[config.mk]
export PLATFORM = sky130hd
export DESIGN_NAME = q_sym_slicer_mer
export DESIGN_NICKNAME = d
export VERILOG_FILES = /design/src/rtl/q_sym_slicer_mer.sv
export SDC_FILE = /design/constraint.sdc
export NUM_CORES = 1
export LEC_CHECK = 0
export ABC_AREA = 0
export BUFFER_PORTS_ARGS = -buffer_cell sky130_fd_sc_hd__buf_2
export CAP_MARGIN = 20
export CORE_ASPECT_RATIO = 0.8
export CORE_MARGIN = 3
export CORE_UTILIZATION = 50
export CTS_CLUSTER_DIAMETER = 80
export CTS_CLUSTER_SIZE = 24
export DETAILED_ROUTE_END_ITERATION = 10
export PLACE_DENSITY = 0.67
export SETUP_SLACK_MARGIN = 0.2
export SLEW_MARGIN = 20
export SYNTH_ARGS = -nofsm -noshare
export SYNTH_HDL_FRONTEND = slang
export SYNTH_SLANG_ARGS = --single-unit
[constraint.sdc]
create_clock -name clk -period 15.8 [get_ports clk]
set_input_delay 1.58 -clock clk [delete_from_list [all_inputs] [get_ports clk]]
set_output_delay 1.58 -clock clk [all_outputs]
set_load 0.02 [all_outputs]
[src/rtl/q_sym_slicer_mer.sv]
// Q-channel symbol-rate back end: 4-ASK slicer with adaptive outer threshold,
// per-symbol decision error, and block statistics (mean |x| -> reference, mean err^2).
module q_sym_slicer_mer #(
  parameter int unsigned        LOG2_N   = 10,
  parameter logic signed [17:0] REF_INIT = 18'sd32768
) (
  input  logic               clk,
  input  logic               reset,
  input  logic               sym_clk,
  input  logic               clear_accum,
  input  logic signed [17:0] data_in,
  output logic [1:0]         sym_idx,
  output logic signed [17:0] sym_level,
  output logic signed [17:0] err,
  output logic               sym_valid,
  output logic signed [17:0] ref_level,
  output logic [17:0]        err_pwr,
  output logic               meas_valid
);

  localparam int unsigned AW = 18 + LOG2_N;
  localparam int unsigned CW = LOG2_N + 1;
  localparam logic [CW-1:0] CNT_FULL = {1'b1, {LOG2_N{1'b0}}};

  localparam logic [0:0] ST_ACCUM = 1'b0;
  localparam logic [0:0] ST_LATCH = 1'b1;

  localparam logic signed [19:0] SAT_MAX = 20'sd131071;
  localparam logic signed [19:0] SAT_MIN = -20'sd131072;
  localparam logic signed [17:0] REF_MAX = 18'sd131071;

  logic [1:0]         r_sym_idx;
  logic signed [17:0] r_sym_level;
  logic signed [17:0] r_err;
  logic               r_sym_valid;
  logic signed [17:0] r_ref_level;
  logic [17:0]        r_err_pwr;
  logic               r_meas_valid;
  logic signed [17:0] r_data_d;
  logic [AW-1:0]      r_acc_abs;
  logic [AW-1:0]      r_acc_sq;
  logic [CW-1:0]      r_cnt;
  logic [0:0]         r_state;

  logic signed [18:0] w_ref;
  logic signed [18:0] w_a;
  logic signed [18:0] w_3a;
  logic signed [18:0] w_x;
  logic signed [18:0] w_lvl;
  logic signed [19:0] w_lvl_ext;
  logic signed [19:0] w_err_full;
  logic [1:0]         w_idx;
  logic signed [17:0] w_lvl_sat;
  logic signed [17:0] w_err_sat;

  // Slicer: thresholds at 0 and +/-ref, equality resolves towards the upper level
  always_comb begin
    w_ref = {r_ref_level[17], r_ref_level};
    w_a   = w_ref >>> 1;
    w_3a  = w_ref + w_a;
    w_x   = {data_in[17], data_in};
    w_idx = 2'd0;
    w_lvl = -w_3a;
    if (w_x >= w_ref) begin
      w_idx = 2'd3;
      w_lvl = w_3a;
    end else if (w_x >= 19'sd0) begin
      w_idx = 2'd2;
      w_lvl = w_a;
    end else if (w_x >= -w_ref) begin
      w_idx = 2'd1;
      w_lvl = -w_a;
    end
    w_lvl_ext  = {w_lvl[18], w_lvl};
    w_err_full = {w_x[18], w_x} - w_lvl_ext;

    if (w_lvl_ext > SAT_MAX)      w_lvl_sat = 18'sd131071;
    else if (w_lvl_ext < SAT_MIN) w_lvl_sat = -18'sd131072;
    else                          w_lvl_sat = w_lvl_ext[17:0];

    if (w_err_full > SAT_MAX)      w_err_sat = 18'sd131071;
    else if (w_err_full < SAT_MIN) w_err_sat = -18'sd131072;
    else                           w_err_sat = w_err_full[17:0];
  end

  logic [17:0]        w_abs;
  logic signed [35:0] w_sq;
  logic [17:0]        w_sq_sl;
  logic [AW-1:0]      w_mean_abs;
  logic [AW-1:0]      w_mean_sq;
  logic signed [17:0] w_ref_new;

  // |-131072| is 131072, representable because w_abs is unsigned 18-bit
  assign w_abs      = r_data_d[17] ? ($unsigned(~r_data_d) + 18'd1) : $unsigned(r_data_d);
  assign w_sq       = r_err * r_err;
  assign w_sq_sl    = 18'(w_sq >>> 17);
  assign w_mean_abs = r_acc_abs >> LOG2_N;
  assign w_mean_sq  = r_acc_sq >> LOG2_N;
  assign w_ref_new  = (w_mean_abs > AW'(131071)) ? REF_MAX : $signed(18'(w_mean_abs));

  always_ff @(posedge clk) begin
    if (!reset) begin
      r_sym_idx    <= '0;
      r_sym_level  <= '0;
      r_err        <= '0;
      r_sym_valid  <= 1'b0;
      r_ref_level  <= REF_INIT;
      r_err_pwr    <= '0;
      r_meas_valid <= 1'b0;
      r_data_d     <= '0;
      r_acc_abs    <= '0;
      r_acc_sq     <= '0;
      r_cnt        <= '0;
      r_state      <= ST_ACCUM;
    end else begin
      r_sym_valid  <= sym_clk;
      r_meas_valid <= 1'b0;
      if (sym_clk) begin
        r_sym_idx   <= w_idx;
        r_sym_level <= w_lvl_sat;
        r_err       <= w_err_sat;
        r_data_d    <= data_in;
      end

      if (clear_accum) begin
        r_acc_abs <= '0;
        r_acc_sq  <= '0;
        r_cnt     <= '0;
        r_state   <= ST_ACCUM;
      end else if (r_state == ST_LATCH) begin
        r_ref_level  <= w_ref_new;
        r_err_pwr    <= 18'(w_mean_sq);
        r_meas_valid <= 1'b1;
        r_state      <= ST_ACCUM;
        // A symbol landing on the latch clk opens the next block
        if (r_sym_valid) begin
          r_acc_abs <= AW'(w_abs);
          r_acc_sq  <= AW'(w_sq_sl);
          r_cnt     <= CW'(1);
        end else begin
          r_acc_abs <= '0;
          r_acc_sq  <= '0;
          r_cnt     <= '0;
        end
      end else if (r_sym_valid) begin
        r_acc_abs <= r_acc_abs + AW'(w_abs);
        r_acc_sq  <= r_acc_sq + AW'(w_sq_sl);
        r_cnt     <= r_cnt + CW'(1);
        if (r_cnt + CW'(1) == CNT_FULL) r_state <= ST_LATCH;
      end
    end
  end

  assign sym_idx    = r_sym_idx;
  assign sym_level  = r_sym_level;
  assign err        = r_err;
  assign sym_valid  = r_sym_valid;
  assign ref_level  = r_ref_level;
  assign err_pwr    = r_err_pwr;
  assign meas_valid = r_meas_valid;

endmodule
==> results by group, run 1 <==
Status
  • Status: finished clean

GRT
  • First-pass GRT wire length: 98100 um
  • Vias in the first global route: 18.2k
  • Total GRT Usage: roughly 25%
  • Initial antenna violation count: 0
  • Largest net degree at the start of global routing: 70
  • GRT Residual Overflow: 0

Setup path
  • Worst path bufs/invs: 3
  • CP max FO: 22
  • Critical path launch point type: flop
  • Most common cell on crit path: fa_1
  • Worst R2R Start: err[8]
  • Worst Setup SP: err[8]
  • CP required: ~16 ns
  • Crit Path Class: reg -> reg
  • Delay-heaviest family, CP: compound AO/OA/AOI/OAI gates
  • WP data arrival: 10.28 ns
  • Max stage delay on crit path: 0.97 ns
  • CP Capture Type: flop
  • Critical path's slowest cell: dfxtp_1

Detailed routing
  • Wire per inst: 17.9 um
  • Drt drc: 0
  • 1st-iter DRT viols: 1344
  • Routed WL: 59400 um
  • Vias: 18.3k
  • Post-route ant nets: 0
  • First-pass DRT Iterations: 7
  • Post-DR vias/cell: 5.53

CTS
  • Cts bufs inserted: 17
  • CTS max path bufs: 2
  • Number of H-tree levels: 4
  • CTS Sinks: 162
  • Hold_buf cts: 0
  • Root buffer cell: clkbuf_16
  • CTS tree: yes
  • Skew-Pair Late Insertion Delay: 0.44 ns
  • # resized after CTS: 0
  • CTS clk-pin slew, worst paths: 0.08 ns
  • Post-CTS Setup Bufs: 0

Die
  • Row count: 69
  • Die Width: 244 um
  • Core Box Area: between 40000 and 50000 sq um
  • Die height: 196 um
  • Starting Density: slightly above 50%
  • Die area: approximately 48000 sq um
  • IO Pins: 98

Timing
  • Fin Setup TNS: 0 ns
  • Endpoints failing setup: 0
  • Skew final: 0.0204 ns
  • Minimum clock period: around 10 ns
  • RSZ-0062 raised after global routing: false
  • Worst-margin pin slew: roughly 1.1 ns
  • Final number of hold-violating endpoints: 0
  • Headroom to the max-slew limit: 29.2%
  • Max Slew Vio Count: 0
  • Highest clock rate: between 100 and 150 MHz
  • Final period util: 63.1%

Logic synthesis
  • Post-synthesis cell type count: 89
  • Synthesized area: between 20000 and 25000 sq um
  • Syn Inst Count: 2676
  • Mean Syn Cell Area: between 8 and 9 sq um
  • Prevailing post-synth register cell: dfxtp_1
  • Warnings from Yosys: 0
  • Syn nets: 3222
  • Post-synthesis register bit count: 162
  • Seq/Total Area, Yosys: 14.3%
  • Number of flops mapped to enable cells by yosys: 0
  • Ys async rst share: 0%

Min path
  • Origin of the worst min-delay path: err_pwr[13]
  • Hold WC Path Type: reg -> reg

Cells and area
  • Diode count: 0
  • Most frequent cells in the layout: inv_1 (465), fa_1 (298), nand2_1 (241), ha_1 (226), nor2_1 (187)
  • P&R area growth vs syn: 6.80%
  • Most common cell after layout, fill and taps aside: inv_1
  • Fin nets: about 3.2k
  • Share of cells above drive strength 1: 7.44%
  • Fillers: 4214

Flow run
  • Max_cap viols: 0

Placed design
  • PortBufs: slightly below 100
  • RD Place Congestion: 0.948
  • DP HPWL: 47200 um
==> worst paths after layout <==
check / cells past startpoint / end / slack (ns)
worst max register to register: 35 / r_acc_sq[27] / 5.82
worst max-delay path: 35 / r_acc_sq[27] / 5.82
worst min register to register: 2 / err_pwr[13] / 0.45
worst min-delay path: 2 / err_pwr[13] / 0.45
==> metrics by stage <==
step	hold slack (ns)	cells	setup WS [ns]	instance area (sq um)	utilization, %
after global placement	0.444	3287	6.20	23600	52.9
after CTS	0.456	3319	5.89	24200	54.3
final	0.454	3319	5.82	24200	54.3
after detailed placement	0.445	3287	5.98	23600	52.9
after floorplan	0.444	2676	6.95	22600	-
after global routing	0.471	3319	5.07	24200	54.3
==> flip-flops by register name (all words and copies together) (netlist names) <==
signal and flops:
err 18, err_pwr 18, meas_valid 1, r_acc_abs 28, r_acc_sq 28, r_cnt 11, r_data_d 18, r_state 1
ref_level 18, sym_idx 2, sym_level 18, sym_valid 1
==> routing by layer <==
layer	global-route usage [%]	wire length (um)
met3	5.26	4940
met4	5.28	1190
met1	37.7	27800
met2	38.6	25400
met5	0	0
==> worst register-to-register path, delay by kind of cell (launching register included) <==
| family | cells | cell delay, ns |
|---|---|---|
| buffers and inverters | 3 | 0.13 |
| AO/OA/AOI/OAI | 17 | 4.33 |
| AND/OR/NAND/NOR | 5 | 0.62 |
| flip-flops | 1 | 0.97 |
| XOR/XNOR | 2 | 0.42 |
| adder cells (fa/ha/maj) | 8 | 3.38 |
==> cell usage after synthesis, types with 6 or more instances <==
cell	count	share of area, %
o21bai_1	20	0.66
nand4_1	15	0.41
ha_1	226	12
nand2b_1	35	0.97
nor2b_1	15	0.41
and2_1	61	1.7
mux2i_1	35	1.5
o22ai_1	24	0.66
nand3b_1	6	0.20
a31oi_1	15	0.41
xor2_1	32	1.2
o31ai_1	9	0.30
a21o_1	28	0.93
and3_1	18	0.50
dfxtp_1	162	14
nand3_1	33	0.73
nor3_1	45	0.99
nor2_1	187	3.1
inv_1	466	7.7
o21ai_0	102	2.3
nor4_1	6	0.17
o21a_1	17	0.56
or2_2	14	0.39
a221oi_1	6	0.23
maj3_2	8	0.40
clkbuf_1	85	1.4
o21ai_1	7	0.15
fa_1	298	26
or3_1	25	0.69
a21oi_2	12	0.46
xnor2_1	115	4.4
a21oi_1	165	3.6
a211oi_1	29	0.96
nand2_1	241	4.0
buf_1	11	0.18
==> layout make-up <==
type                            instances  area, sq um  share of cell area (%)
Clock buffer                           17          425                    1.76
Clock inverter                         15          189                   0.781
Inverter                              468         1760                    7.26
Multi-Input combinational cell       1944        17200                    71.2
Sequential cell                       162         3240                    13.4
Tap cell                              603          754                    3.12
Timing Repair Buffer                  110          583                    2.41
==> logic make-up after synthesis <==
kind of cell | after synthesis | synth area share [%]
AOI/OAI and AO/OA | 502 | 14.2
and+or+nand+nor | 724 | 15.2
muxes | 39 | 1.76
DFF | 162 | 14.3
buffers and inverters | 570 | 9.62
xor gates and xnor gates | 147 | 5.69
adders and majority gates | 532 | 39.2
Power of run 1 is not shown: default switching activity piles up to over one toggle a cycle in this logic, so the estimate is an artifact.
==> run 2, diff against run 1 <==
--- a/config.mk
+++ b/config.mk
@@ -14,7 +14,7 @@
 export CTS_CLUSTER_DIAMETER = 80
 export CTS_CLUSTER_SIZE = 24
 export DETAILED_ROUTE_END_ITERATION = 10
-export PLACE_DENSITY = 0.67
+export PLACE_DENSITY = 0.69
 export SETUP_SLACK_MARGIN = 0.2
 export SLEW_MARGIN = 20
 export SYNTH_ARGS = -nofsm -noshare
==> constraint.sdc (replaced) <==
create_clock -name clk -period 8.45 [get_ports clk]
set_input_delay 0.845 -clock clk [delete_from_list [all_inputs] [get_ports clk]]
set_output_delay 0.845 -clock clk [all_outputs]
set_load 0.02 [all_outputs]
==> run 2 against run 1 <==
Sequential share of layout area is 0.63 points lower. Global-route usage up 1.0 points. Via count rose by 3.7%. First-iteration DRC count is 1.7% higher. Fmax increased by 21%.
==> results by group, run 2 (synthesis results as in run 1) <==
Min path
  • Hold WC Path Type: reg -> reg
  • Origin of the worst min-delay path: err_pwr[9]
  • Hold path cells: 2

GRT
  • First-pass GRT wire length: 103000 um
  • Initial antenna violation count: 0
  • Largest net degree at the start of global routing: 70
  • Vias in the first global route: 19.4k
  • GRT Residual Overflow: 0
  • Total GRT Usage: 26.5%

Timing
  • Endpoints failing setup: 0
  • Final worst slack: 0.180 ns
  • Skew final: around 0.015 ns
  • Minimum clock period: 8.27 ns
  • Max Slew Vio Count: 0
  • Headroom to the max-slew limit: between 30% and 40%
  • Worst-margin pin slew: 0.934 ns
  • Final number of hold-violating endpoints: 0
  • RSZ-0062 raised after global routing: true
  • Final period util: a little over nine tenths
  • Highest clock rate: 121 MHz

Setup path
  • CP required: 8.79 ns
  • Crit Path Class: reg -> reg
  • Critical path launch point type: flop
  • Worst R2R Start: err[1]
  • CP Capture Type: flop
  • Critical path's slowest cell: fa_2
  • CP max FO: 6
  • Worst Setup SP: err[1]
  • WP data arrival: 8.61 ns
  • Max stage delay on crit path: 0.57 ns
  • Reg2Reg Depth: 39

Die
  • Die Width: 244 um
  • Core Box Area: 44500 sq um
  • Starting Density: approximately half
  • Row count: 69
  • IO Pins: 98
  • Die height: 196 um
  • Die area: 47900 sq um

Cells and area
  • P&R area growth vs syn: 13.6%
  • Share of cells above drive strength 1: between 10% and 20%
  • Diode count: 0
  • Most frequent cells in the layout: inv_1 (456), fa_1 (286), nand2_1 (234), ha_1 (208), nor2_1 (178)
  • Most common cell after layout, fill and taps aside: inv_1
  • Fin nets: 3357
  • Fillers: 3931
  • Biggest regs: r_acc_abs: 28 flops, r_acc_sq: 28 flops

CTS
  • CTS max path bufs: 2
  • Skew-Pair Late Insertion Delay: about 0.44 ns
  • CTS tree: yes
  • Cts bufs inserted: 17
  • CTS clk-pin slew, worst paths: 0.08 ns
  • CTS Sinks: 162
  • Number of H-tree levels: 4
  • Root buffer cell: clkbuf_16

Detailed routing
  • Wire per inst: around 18 um
  • Post-DR vias/cell: between 5 and 6
  • 1st-iter DRT viols: 1367
  • Routed WL: 62600 um
  • Vias: 19.0k
  • First-pass DRT Iterations: 7
  • Drt drc: 0
  • Post-route ant nets: 0

Flow run
  • Max_cap viols: 0

Placed design
  • DP HPWL: 49400 um
  • PortBufs: 97
  • Placement Setup Slack: -0.171 ns
  • RD Place Congestion: 0.996

Status
  • Status: finished clean
-- run 2: cell type report --
type / instances / area (sq um) / area share [%]
multi-input combinational: 1945 / 17800 / 69.3
sequential: 162 / 3290 / 12.8
inverter: 468 / 1770 / 6.86
timing repair buffer: 217 / 1500 / 5.83
tap: 603 / 754 / 2.93
clock buffer: 18 / 439 / 1.71
clock inverter: 14 / 160 / 0.623
-- run 2: metrics by stage --
step | hold WS (ns) | std cells | cell area, sq um | TNS [ns] | util (%)
CTS | 0.462 | 3411 | 25200 | 0 | 56.5
global placement | 0.445 | 3363 | 24200 | 0 | 54.4
detailed placement | 0.450 | 3363 | 24200 | -1.06 | 54.4
global route | 0.479 | 3427 | 25700 | -0.658 | 57.7
finish | 0.458 | 3427 | 25700 | 0 | 57.7
floorplan | 0.444 | 2676 | 22700 | 0 | -
-- run 2: metal layers --
metal  part of all wire [%]  wire length, um  vias to the layer above  global-route usage (%)
met1                     46            28700                     9332                    38.1
met2                     45            28200                      629                    41.5
met3                    6.9             4310                       91                    4.76
met5                      0                0                        -                       0
met4                    2.2             1390                        0                    6.66
li1                       -                -                     8962                       -
-- run 2: worst max-delay path: cells and delay by family, from the launching register on --
kind,cells,cell delay (ns)
compound gates,19,3.30
xor+xnor,2,0.20
fa+ha+maj,9,3.31
buf+inv,5,0.41
flops,1,0.37
mux,1,0.26
simple gates,3,0.32
-- run 2: path summary, 6_finish.rpt --
path	to	slack, ns
setup / recovery	r_acc_sq[16]	0.18
hold / removal	err_pwr[9]	0.46
setup reg to reg	r_acc_sq[16]	0.18
hold reg to reg	err_pwr[9]	0.46
-- run 2: what timing repair did --
| item | in CTS | in global routing |
|---|---|---|
| buffers inserted | 16 | 15 |
| endpoints found under the setup margin | 14 | 34 |
| resized for setup | 66 | 98 |
| cloned | 0 | 1 |
| hold buffers | 0 | 0 |
| pin swaps | 45 | 47 |
Power of run 2 is left out for the same reason.
